===== src/rtl/hv_wdg_reg_scan_pkg.sv =====
// Shared HV register-bank constants and scan FSM types.
// Consumed by the watchdog register scanner and the bank's CRC helpers.
package hv_wdg_reg_scan_pkg;

   localparam int unsigned REG_AW    = 7;
   localparam int unsigned REG_DW    = 8;
   localparam int unsigned REG_CRC_W = 8;

   localparam logic [7:0]  CRC8_POLY = 8'h07;

   typedef enum logic [1:0] {
      ST_IDLE,
      ST_WAIT,
      ST_REQ,
      ST_CHECK
   } scan_st_e;

endpackage


===== src/rtl/hv_wdg_reg_scan_crc8.sv =====
// Combinational CRC-8 (poly 0x07, init 0, MSB first, no reflection, no final XOR).
// Shared by the watchdog scanner and the register bank write-CRC checker.
module hv_reg_crc8
   import hv_wdg_reg_scan_pkg::*;
#(
   parameter int unsigned DW = 8
) (
   input  logic [DW-1:0] i_data,
   output logic [7:0]    o_crc
);

   always_comb begin
      o_crc = '0;
      for (int unsigned i = 0; i < DW; i++) begin
         if (o_crc[7] ^ i_data[DW-1-i]) begin
            o_crc = {o_crc[6:0], 1'b0} ^ CRC8_POLY;
         end else begin
            o_crc = {o_crc[6:0], 1'b0};
         end
      end
   end

endmodule


===== src/rtl/hv_wdg_reg_scan.sv =====
// Background HV register-bank integrity scanner: walks an address window through
// the access controller's watchdog read port and reports sticky CRC/timeout faults.
module hv_wdg_reg_scan #(
   parameter int unsigned       REG_AW          = hv_wdg_reg_scan_pkg::REG_AW,
   parameter int unsigned       REG_DW          = hv_wdg_reg_scan_pkg::REG_DW,
   parameter int unsigned       REG_CRC_W       = hv_wdg_reg_scan_pkg::REG_CRC_W,
   parameter logic [REG_AW-1:0] SCAN_START_ADDR = '0,
   parameter logic [REG_AW-1:0] SCAN_END_ADDR   = 7'h3F,
   parameter int unsigned       SCAN_INTV_CYC   = 1000,
   parameter int unsigned       ACK_TO_CYC      = 64
) (
   input  logic                 i_clk,
   input  logic                 i_rst_n,
   input  logic                 i_scan_en,
   input  logic                 i_err_clr,
   output logic                 o_wdg_scan_rac_rd_req,
   output logic [REG_AW-1:0]    o_wdg_scan_rac_addr,
   input  logic                 i_rac_wdg_scan_ack,
   input  logic [REG_DW-1:0]    i_rac_wdg_scan_data,
   input  logic [REG_CRC_W-1:0] i_rac_wdg_scan_crc,
   output logic                 o_scan_crc_err,
   output logic                 o_scan_to_err,
   output logic [REG_AW-1:0]    o_scan_err_addr,
   output logic                 o_scan_done,
   output logic                 o_scan_busy
);

   import hv_wdg_reg_scan_pkg::*;

   localparam int unsigned      CNT_MAX   = (SCAN_INTV_CYC > ACK_TO_CYC) ? SCAN_INTV_CYC : ACK_TO_CYC;
   localparam int unsigned      CNT_W     = $clog2(CNT_MAX + 1);
   localparam logic [CNT_W-1:0] INTV_LAST = CNT_W'(SCAN_INTV_CYC - 1);
   localparam logic [CNT_W-1:0] TO_LAST   = CNT_W'(ACK_TO_CYC - 1);

   scan_st_e               r_state, w_state_nxt;
   logic [CNT_W-1:0]       r_cnt, w_cnt_nxt;
   logic [REG_AW-1:0]      r_addr, w_addr_nxt;
   logic [REG_AW-1:0]      r_err_addr, w_err_addr_nxt;
   logic [REG_DW-1:0]      r_cap_data;
   logic [REG_CRC_W-1:0]   r_cap_crc;
   logic                   r_req, w_req_nxt;
   logic                   r_busy, w_busy_nxt;
   logic                   r_done, w_done_nxt;
   logic                   r_crc_err, w_crc_err_nxt;
   logic                   r_to_err, w_to_err_nxt;
   logic [7:0]             w_calc_crc;
   logic                   w_last, w_ack_ok, w_to_hit, w_crc_ev, w_err_ev, w_adv;

   hv_reg_crc8 #(.DW(REG_DW)) u_crc8 (
      .i_data (r_cap_data),
      .o_crc  (w_calc_crc)
   );

   // Disable overrides everything, so no event qualifies while i_scan_en is low.
   assign w_last   = (r_addr == SCAN_END_ADDR);
   assign w_ack_ok = i_scan_en && (r_state == ST_REQ) && i_rac_wdg_scan_ack;
   assign w_to_hit = i_scan_en && (r_state == ST_REQ) && !i_rac_wdg_scan_ack && (r_cnt == TO_LAST);
   assign w_crc_ev = i_scan_en && (r_state == ST_CHECK) && (r_cap_crc != REG_CRC_W'(w_calc_crc));
   assign w_err_ev = w_crc_ev || w_to_hit;
   assign w_adv    = w_to_hit || (i_scan_en && (r_state == ST_CHECK));

   always_ff @(posedge i_clk or negedge i_rst_n) begin
      if (!i_rst_n) begin
         r_state <= ST_IDLE;
      end else begin
         r_state <= w_state_nxt;
      end
   end

   always_comb begin
      w_state_nxt = r_state;
      if (!i_scan_en) begin
         w_state_nxt = ST_IDLE;
      end else begin
         case (r_state)
            ST_IDLE:  w_state_nxt = ST_WAIT;
            ST_WAIT:  if (r_cnt == INTV_LAST) w_state_nxt = ST_REQ;
            ST_REQ: begin
               if (w_ack_ok) begin
                  w_state_nxt = ST_CHECK;
               end else if (w_to_hit) begin
                  w_state_nxt = w_last ? ST_WAIT : ST_REQ;
               end
            end
            ST_CHECK: w_state_nxt = w_last ? ST_WAIT : ST_REQ;
            default:  w_state_nxt = ST_IDLE;
         endcase
      end
   end

   always_comb begin
      w_req_nxt  = (w_state_nxt == ST_REQ);
      w_busy_nxt = (w_state_nxt == ST_REQ) || (w_state_nxt == ST_CHECK);
      w_done_nxt = w_adv && w_last;

      // Timeout-to-next-address stays in REQ, so the advance must also restart the count.
      if ((w_state_nxt != r_state) || w_adv || ((r_state != ST_WAIT) && (r_state != ST_REQ))) begin
         w_cnt_nxt = '0;
      end else begin
         w_cnt_nxt = r_cnt + CNT_W'(1);
      end

      if (!i_scan_en) begin
         w_addr_nxt = SCAN_START_ADDR;
      end else if (w_adv) begin
         w_addr_nxt = w_last ? SCAN_START_ADDR : r_addr + REG_AW'(1);
      end else begin
         w_addr_nxt = r_addr;
      end

      w_crc_err_nxt  = r_crc_err;
      w_to_err_nxt   = r_to_err;
      w_err_addr_nxt = r_err_addr;
      if (i_err_clr) begin
         w_crc_err_nxt  = w_crc_ev;
         w_to_err_nxt   = w_to_hit;
         w_err_addr_nxt = w_err_ev ? r_addr : '0;
      end else begin
         if (w_err_ev && !r_crc_err && !r_to_err) w_err_addr_nxt = r_addr;
         w_crc_err_nxt = r_crc_err | w_crc_ev;
         w_to_err_nxt  = r_to_err  | w_to_hit;
      end
   end

   always_ff @(posedge i_clk or negedge i_rst_n) begin
      if (!i_rst_n) begin
         r_cnt      <= '0;
         r_addr     <= SCAN_START_ADDR;
         r_req      <= 1'b0;
         r_busy     <= 1'b0;
         r_done     <= 1'b0;
         r_crc_err  <= 1'b0;
         r_to_err   <= 1'b0;
         r_err_addr <= '0;
         r_cap_data <= '0;
         r_cap_crc  <= '0;
      end else begin
         r_cnt      <= w_cnt_nxt;
         r_addr     <= w_addr_nxt;
         r_req      <= w_req_nxt;
         r_busy     <= w_busy_nxt;
         r_done     <= w_done_nxt;
         r_crc_err  <= w_crc_err_nxt;
         r_to_err   <= w_to_err_nxt;
         r_err_addr <= w_err_addr_nxt;
         if (w_ack_ok) begin
            r_cap_data <= i_rac_wdg_scan_data;
            r_cap_crc  <= i_rac_wdg_scan_crc;
         end
      end
   end

   assign o_wdg_scan_rac_rd_req = r_req;
   assign o_wdg_scan_rac_addr   = r_addr;
   assign o_scan_crc_err        = r_crc_err;
   assign o_scan_to_err         = r_to_err;
   assign o_scan_err_addr       = r_err_addr;
   assign o_scan_done           = r_done;
   assign o_scan_busy           = r_busy;

endmodule


===== config.mk =====
export PLATFORM = sky130hd
export DESIGN_NAME = hv_wdg_reg_scan
export DESIGN_NICKNAME = d
export VERILOG_FILES = /design/src/rtl/hv_wdg_reg_scan_pkg.sv /design/src/rtl/hv_wdg_reg_scan_crc8.sv /design/src/rtl/hv_wdg_reg_scan.sv
export SDC_FILE = /design/constraint.sdc
export NUM_CORES = 1
export LEC_CHECK = 0
export CAP_MARGIN = 25
export CORE_MARGIN = 5
export CORE_UTILIZATION = 55
export CTS_BUF_LIST = sky130_fd_sc_hd__clkbuf_8
export DETAILED_ROUTE_END_ITERATION = 7
export GPL_TIMING_DRIVEN = 0
export PLACE_DENSITY = 0.79
export REMOVE_ABC_BUFFERS = 1
export SYNTH_ARGS = -nofsm -noshare
export SYNTH_HDL_FRONTEND = slang
export SYNTH_SLANG_ARGS = --single-unit

===== constraint.sdc =====
create_clock -name i_clk -period 2.9 [get_ports i_clk]
set_input_delay 0.58 -clock i_clk [delete_from_list [all_inputs] [get_ports i_clk]]
set_output_delay 0.58 -clock i_clk [all_outputs]
set_load 0.005 [all_outputs]

==> metrics.md <==
| Metric | Value |
|---|---|
| Critical path data required time | `3090 ps` |
| Core area | `~4400 µm²` |
| CTS-repair resized insts | `0` |
| Total Neg Setup Slack | `0 ps` |
| Number of synthesized register bits | `47` |
| Multi-input gate area | `between 1000 and 1500 µm²` |
| Total iterations of the first detailed-routing run | `4` |
| N_diodes | `0` |
| Crit. End Element | `flip-flop` |
| Antenna Nets Post-Route | `0` |
| Largest net degree at the start of global routing | `26` |
| RSZ-0062 raised after global routing | `false` |
| CTS HTree Levels | `2` |
| CTS sink cnt | `47` |
| Type of the worst min-delay path | `input port to async pin` |
| Mapped Avg Cell Area | `around 12 µm²` |
| TritonCTS clock tree | `done` |
| Vias | `around 1800` |
| Yosys warns | `0` |
| Mapped Area | `approximately 2500 µm²` |
| Total Wirelength | `~4800 µm` |
| I/O pin cnt | `40` |
| Complex-gate fraction of the synthesized area | `0.111` |
| Clock Pin Slew Worst Setup and Hold Paths | `roughly 90 ps` |
| Worst setup path class | `input port to flip-flop` |
| Sequential power share | `0.569` |
| Worst reg2reg path depth | `8` |
| Post-route DRC | `0` |
| Row count | `24` |
| Post-synthesis mux area share | `0.0809` |
| Post-placement cell area | `2920 µm²` |
| Total track usage | `0.169` |
| Most common cell in the netlist | `dfrtp_1` |
| R2r startpoint | `r_state[0]` |
| VDD IR max | `between 0.2 and 0.3 mV` |
| Worst-Margin Slew | `531 ps` |
| Sequential fraction of the synthesis area | `0.475` |
| Post-CTS setup buffer count | `0` |
| FMAX | `around 0.37 GHz` |
| Final net count | `roughly 280` |
| Logic pwr share | `0.103` |
| DP HPWL | `roughly 3600 µm` |
| Post-route cell area | `around 3000 µm²` |
| GR Overflow Total | `0` |
| Area leader, netlist | `dfrtp_1` |
| Async SR Flop Fraction | `1.00` |
| Adder-cell share of the synthesized area | `0.0303` |
| Power Dens Cells | `396 nW/µm²` |
| Crit-path max FO | `15` |
| Synth Flop Type | `dfrtp_1` |
| Reg2Reg Setup Slack | `420 ps` |
| Leakage | `about 1.4 nW` |
| Port bufs | `39` |
| Post-synth top cells | `47 x dfrtp_1, 20 x nand2_1, 16 x mux2_2, 11 x nor3_1` |
| Status | `finished clean` |
| Power share of the clock group | `0.328` |
| Post-synthesis simple-gate area fraction | `0.197` |
| Longest Clk Path Bufs | `2` |
| Max-cap violations | `0` |
| Synth area leaders | `dfrtp_1 48%, mux2_2 7.3%, xnor2_1 3.5%` |
| Clock buffer count from CTS | `5` |
| Synth-to-layout area growth | `21.6%` |
| Root buffer cell | `clkbuf_8` |
| DR iter-0 viols | `between 80 and 90` |
| Internal power | `~0.00090 W` |
| Net Switching | `0.000294 W` |
| Period utilisation layout | `0.926` |
| Minimum clock period | `about 2700 ps` |
| FILL cells | `332` |
| Slew margin rel. | `0.646` |
| Final setup viols | `0` |
| WL/cell | `approximately 16 µm` |
| FF+latch area | `approximately 1200 µm²` |
| Yosys cell types | `53` |
| Syn Inst Count | `~210` |
| Initial core utilization | `0.568` |
| Clk_skew | `7.77 ps` |
| Synth Area in XOR/XNOR | `0.0890` |
| EDFF count, synth | `0` |
| Die footprint | `~5900 µm²` |
| Slew Viols, Final | `0` |
| Crit path DAT | `2880 ps` |
| Worst-Skew Late Latency | `around 300 ps` |
| Die Y | `77.1 µm` |
| Share of cells above drive strength 1 | `0.164` |
| First-pass GRT wire length | `between 8000 and 9000 µm` |
| Crit path launch type | `input port` |
| Vias per Instance | `5.74` |
| Initial antenna violation count | `0` |
| Vias in the first global route | `around 1800` |
| Sw frac | `0.247` |
| Largest family of logic cells by synthesized area | `simple AND/OR/NAND/NOR gates` |
| Hold-fix buffer count after cts | `0` |
| Hold Vio Cnt, Final | `0` |
| Die W | `just under 80 µm` |
| Synth top area share | `0.475` |
| Terminus of the critical flop-to-flop path | `o_scan_err_addr[1]` |
| Gpl congestion | `roughly 0.8` |
logic make-up (layout without fill, tap and decap cells):
group | after synthesis | in the layout
buffers and inverters | 8 | 52
and+or+nand+nor | 81 | 81
AOI/OAI and AO/OA | 30 | 30
muxes | 18 | 18
DFF | 47 | 47
adders and majority gates | 6 | 6
xor gates and xnor gates | 22 | 22
sequential cells by signal, indices dropped and copies added (netlist names), 2 cells and up:
| register | count |
|---|---|
| r_cap_crc | 8 |
| r_cap_data | 8 |
| r_state | 2 |
| r_cnt | 10 |
| o_wdg_scan_rac_addr | 7 |
| o_scan_err_addr | 7 |
metrics by stage:
| stage | hold WS [ps] | cells | power, W | worst slack [ps] | utilization |
|---|---|---|---|---|---|
| final | 252 | 308 | 0.00119 | 216 | 0.691 |
| after global routing | 286 | 308 | 0.00125 | 55.9 | 0.691 |
| after CTS | 265 | 308 | 0.00121 | 226 | 0.691 |
| after detailed placement | 466 | 300 | 0.000816 | -85.0 | 0.671 |
| after global placement | 468 | 299 | 0.000809 | -86.6 | 0.667 |
| after floorplan | 284 | 208 | 0.000755 | 743 | - |
power groups by stage:
| stage | clock network (W) | registers (W) | logic, W |
|---|---|---|---|
| after floorplan | 0 | 0.000689 | 0.0000656 |
| after global placement | 0 | 0.000691 | 0.000118 |
| after detailed placement | 0 | 0.000691 | 0.000125 |
| after CTS | 0.000405 | 0.000678 | 0.000126 |
| after global routing | 0.000435 | 0.000680 | 0.000137 |
| final | 0.000391 | 0.000678 | 0.000123 |
critical path, stage by stage:
cell	delay, ps
clkdlybuf4s50_1	750
and4bb_1	320
nand4_4	210
and2_0	350
a41oi_4	290
a21oi_4	110
a22o_1	250
worst max path at each step:
| stage | from | end | slack [ps] | depth (start not counted) |
|---|---|---|---|---|
| after floorplan | r_state[0] | o_scan_err_addr[2] | 740 | 8 |
| after global placement | i_scan_en | o_scan_err_addr[4] | -90 | 7 |
| after detailed placement | i_scan_en | o_scan_err_addr[1] | -80 | 7 |
| after CTS | i_scan_en | o_scan_err_addr[1] | 230 | 7 |
| after global routing | i_scan_en | r_cnt[4] | 60 | 7 |
| final | i_scan_en | o_scan_err_addr[1] | 220 | 7 |
routing by layer:
layer | up-vias | global-route usage | share of wire
li1 | 853 | - | -
met1 | 866 | 0.240 | 0.47
met2 | 42 | 0.257 | 0.46
met3 | 6 | 0.0386 | 0.055
met4 | 0 | 0.0498 | 0.010
met5 | - | 0 | 0
layout by cell type (no fill, tap or decap), types with 2 or more instances in the layout:
master and count:
a21boi_0 2, a22o_1 7, a31oi_1 2, and2_1 4, and4_1 2, clkbuf_8 5, clkdlybuf4s50_1 38, clkinvlp_4 2
dfrtp_1 47, ha_1 6, inv_1 4, mux2_2 16, mux2i_1 2, nand2_1 20, nand3_1 8, nand4_1 6
nor2_1 5, nor2b_1 5, nor3_1 11, nor4b_2 2, o21a_1 2, o21ai_0 4, or2_2 2, or3_1 4
xnor2_1 10, xnor3_1 2, xor2_1 10
area by class of cell:
cell class,count,share of cell area
clock buffers,5,0.0229
well taps,52,0.0216
flip-flops and latches,47,0.391
clock inverters,3,0.00665
repair buffers,40,0.135
inverters,4,0.00499
multi-input cells,157,0.418
Power figures use the tool's default switching activity.
==> RTL change, RTL diff (same settings) <==
Put one more register stage on the output `o_scan_err_addr`, cleared by the reset. The value now appears one clock later. The other outputs are not delayed to match.
--- a/src/rtl/hv_wdg_reg_scan.sv
+++ b/src/rtl/hv_wdg_reg_scan.sv
@@ -154,7 +154,13 @@
    assign o_wdg_scan_rac_addr   = r_addr;
    assign o_scan_crc_err        = r_crc_err;
    assign o_scan_to_err         = r_to_err;
-   assign o_scan_err_addr       = r_err_addr;
+   always_ff @(posedge i_clk or negedge i_rst_n) begin
+      if (!i_rst_n) begin
+         o_scan_err_addr <= '0;
+      end else begin
+         o_scan_err_addr <= r_err_addr;
+      end
+   end
    assign o_scan_done           = r_done;
    assign o_scan_busy           = r_busy;
 
Check against the original RTL: no difference found for any inputs over 10 cycles, from zero or initial values and one cycle with i_rst_n low; that may be too few to reach the edited logic, so the function may still have changed.
==> RTL change against the original RTL <==
Wire length increased by 1.8%. Sequential share of layout area increased by 3.4 points. Non-clock buffer count stayed put. Worst hold slack improved by 41 ps. Final area increased by 5.7%. Setup slack improved by 74 ps. Total power increased by 4.6%. Sequential cell count increased by 7. Global-route usage up 0.54 points. Sequential power up 12%. Area after synthesis up 6.9%. Synthesized cell count rose by 6.6%. Critical endpoint is now r_cnt[9]$_DFF_PN0_. Highest routed layer unchanged.
==> RTL change: results (changes against the original RTL) <==
route:
  drt-met1-wl_mm: 2.32  # +3.4%
  wl_per_cell_um: 15.1  # -2.6%
  vias: 1803  # +2.0%
  first_iter_violations: 71  # -16%
  met2_wirelength_mm: 2.28  # +2.6%
  wl_met3_um: 203  # -23%
  finalWirelength_mm: 4.87  # +1.8%
sta:
  worst_hold_slack_ps: 292  # +40.9 ps
  timing.clock.skew_ps: 3.47  # -4.30 ps
  maxSlewHeadroom: 0.557  # -0.0887
  period_share: 0.900  # -0.0255
final_layout:
  final_layout_size_suffix_gt1_frac: 0.157  # -0.00735
  final.fill_count: 372  # +12%
  layout.area.seq_um2: 1350  # +15%
  multi_input_logic_portion_of_the_cell_area: 0.375  # -0.0431
  nNonClkInverters: 19  # +15
  area_share_clock_buf_inv: 0.0283  # -0.00121
  non_clock_buffer_area_share: 0.128  # -0.00652
  num-multi-input-gates: 147  # -6.4%
  post_layout_net_count: 294  # +4.3%
synthesis:
  synth_compound_area_frac: 0.142  # +0.0302
  synthCells: 226  # +6.6%
  ys_seq_area_frac: 0.511  # +0.0357
  synthTopCellsByArea: "sky130_fd_sc_hd__dfrtp_1 (51%), sky130_fd_sc_hd__mux2_2 (6.8%), sky130_fd_sc_hd__xnor2_1 (6.0%)"
  muxShareOfSynthArea: 0.0757  # -0.00521
  synth_xor_xnor_area_share: 0.0795  # -0.00952
  ys_types: 42  # -21%
  ys_top_cells_by_count: "sky130_fd_sc_hd__dfrtp_1 (54), sky130_fd_sc_hd__inv_1 (19), sky130_fd_sc_hd__xnor2_1 (18)"
  synth_fa_ha_area_frac: 0.0284  # -0.00195
run_status:
  run_status: "complete, no violations"
power_and_ir_drop:
  leakagePower_uw: 0.00137  # +1.1%
setup_path:
  max_stage_delay_ps: 580  # -170 ps
  critPathSlowestCell: "sky130_fd_sc_hd__a2111o_1"
  largest_delay_contributor_family_on_the_critical_path: "compound AO/OA/AOI/OAI gates"
  timing.critical_path.fanout_max: 10  # -5
  cp-endpoint: "r_cnt[9]$_DFF_PN0_"
  cp_data_arrival_time_ps: 2840  # -40 ps
  setup.worst_path.start_class: "flop"
clocking:
  tritoncts_num_sinks: 54  # +15%
  post_cts_resized: 1  # +1
global_route:
  groute.usage.overall: 0.174  # +0.00544
  use_met2: 0.274  # +0.0172
  global_route.usage.met1: 0.240  # -0.000325
  maximum_number_of_pins_on_one_net_before_global_route_repair: 30  # +15%
  grt_first_pass_wirelength_mm: 8.64  # +4.5%
  groute.layer.met3.usage: 0.0408  # +0.00217
place:
  placed_cells_incl_taps: 314  # +4.7%
  placed_cell_area_um2: 3080  # +5.6%
  dp_worst_setup_slack_ps: -484  # -399 ps
  detailedPlacementHpwl_mm: 3.57  # -0.32%
  gp_congestion: 0.797  # -2.2%
die:
  taps: 54  # +3.8%
RTL change: changes by cell type in the layout (fill, tap and decap cells not counted), sizes merged, moves of 7 or more:
cell / unedited run / this run
o32ai: 0 / 7
dfrtp: 47 / 54
nor3: 12 / 5
xnor2: 10 / 18
inv: 4 / 19
a22o: 7 / 0
nand2: 21 / 12
a21oi: 3 / 13
RTL change: worst min path at each step:
stage                                          from                      endpoint
after floorplan                             i_rst_n         o_scan_busy$_DFF_PN0_
after CTS                                   i_rst_n     r_cap_data[0]$_DFFE_PN0N_
final                                       i_rst_n     r_cap_data[0]$_DFFE_PN0N_
after global placement    r_err_addr[1]$_DFFE_PN0P_  o_scan_err_addr[1]$_DFF_PN0_
after detailed placement  r_err_addr[1]$_DFFE_PN0P_  o_scan_err_addr[1]$_DFF_PN0_
after global routing                        i_rst_n     r_cap_data[0]$_DFFE_PN0N_
RTL change: power breakdown:
group	switching (uW)	internal, uW
clock	247	170
combinational	36.5	35.7
sequential	3.27	755
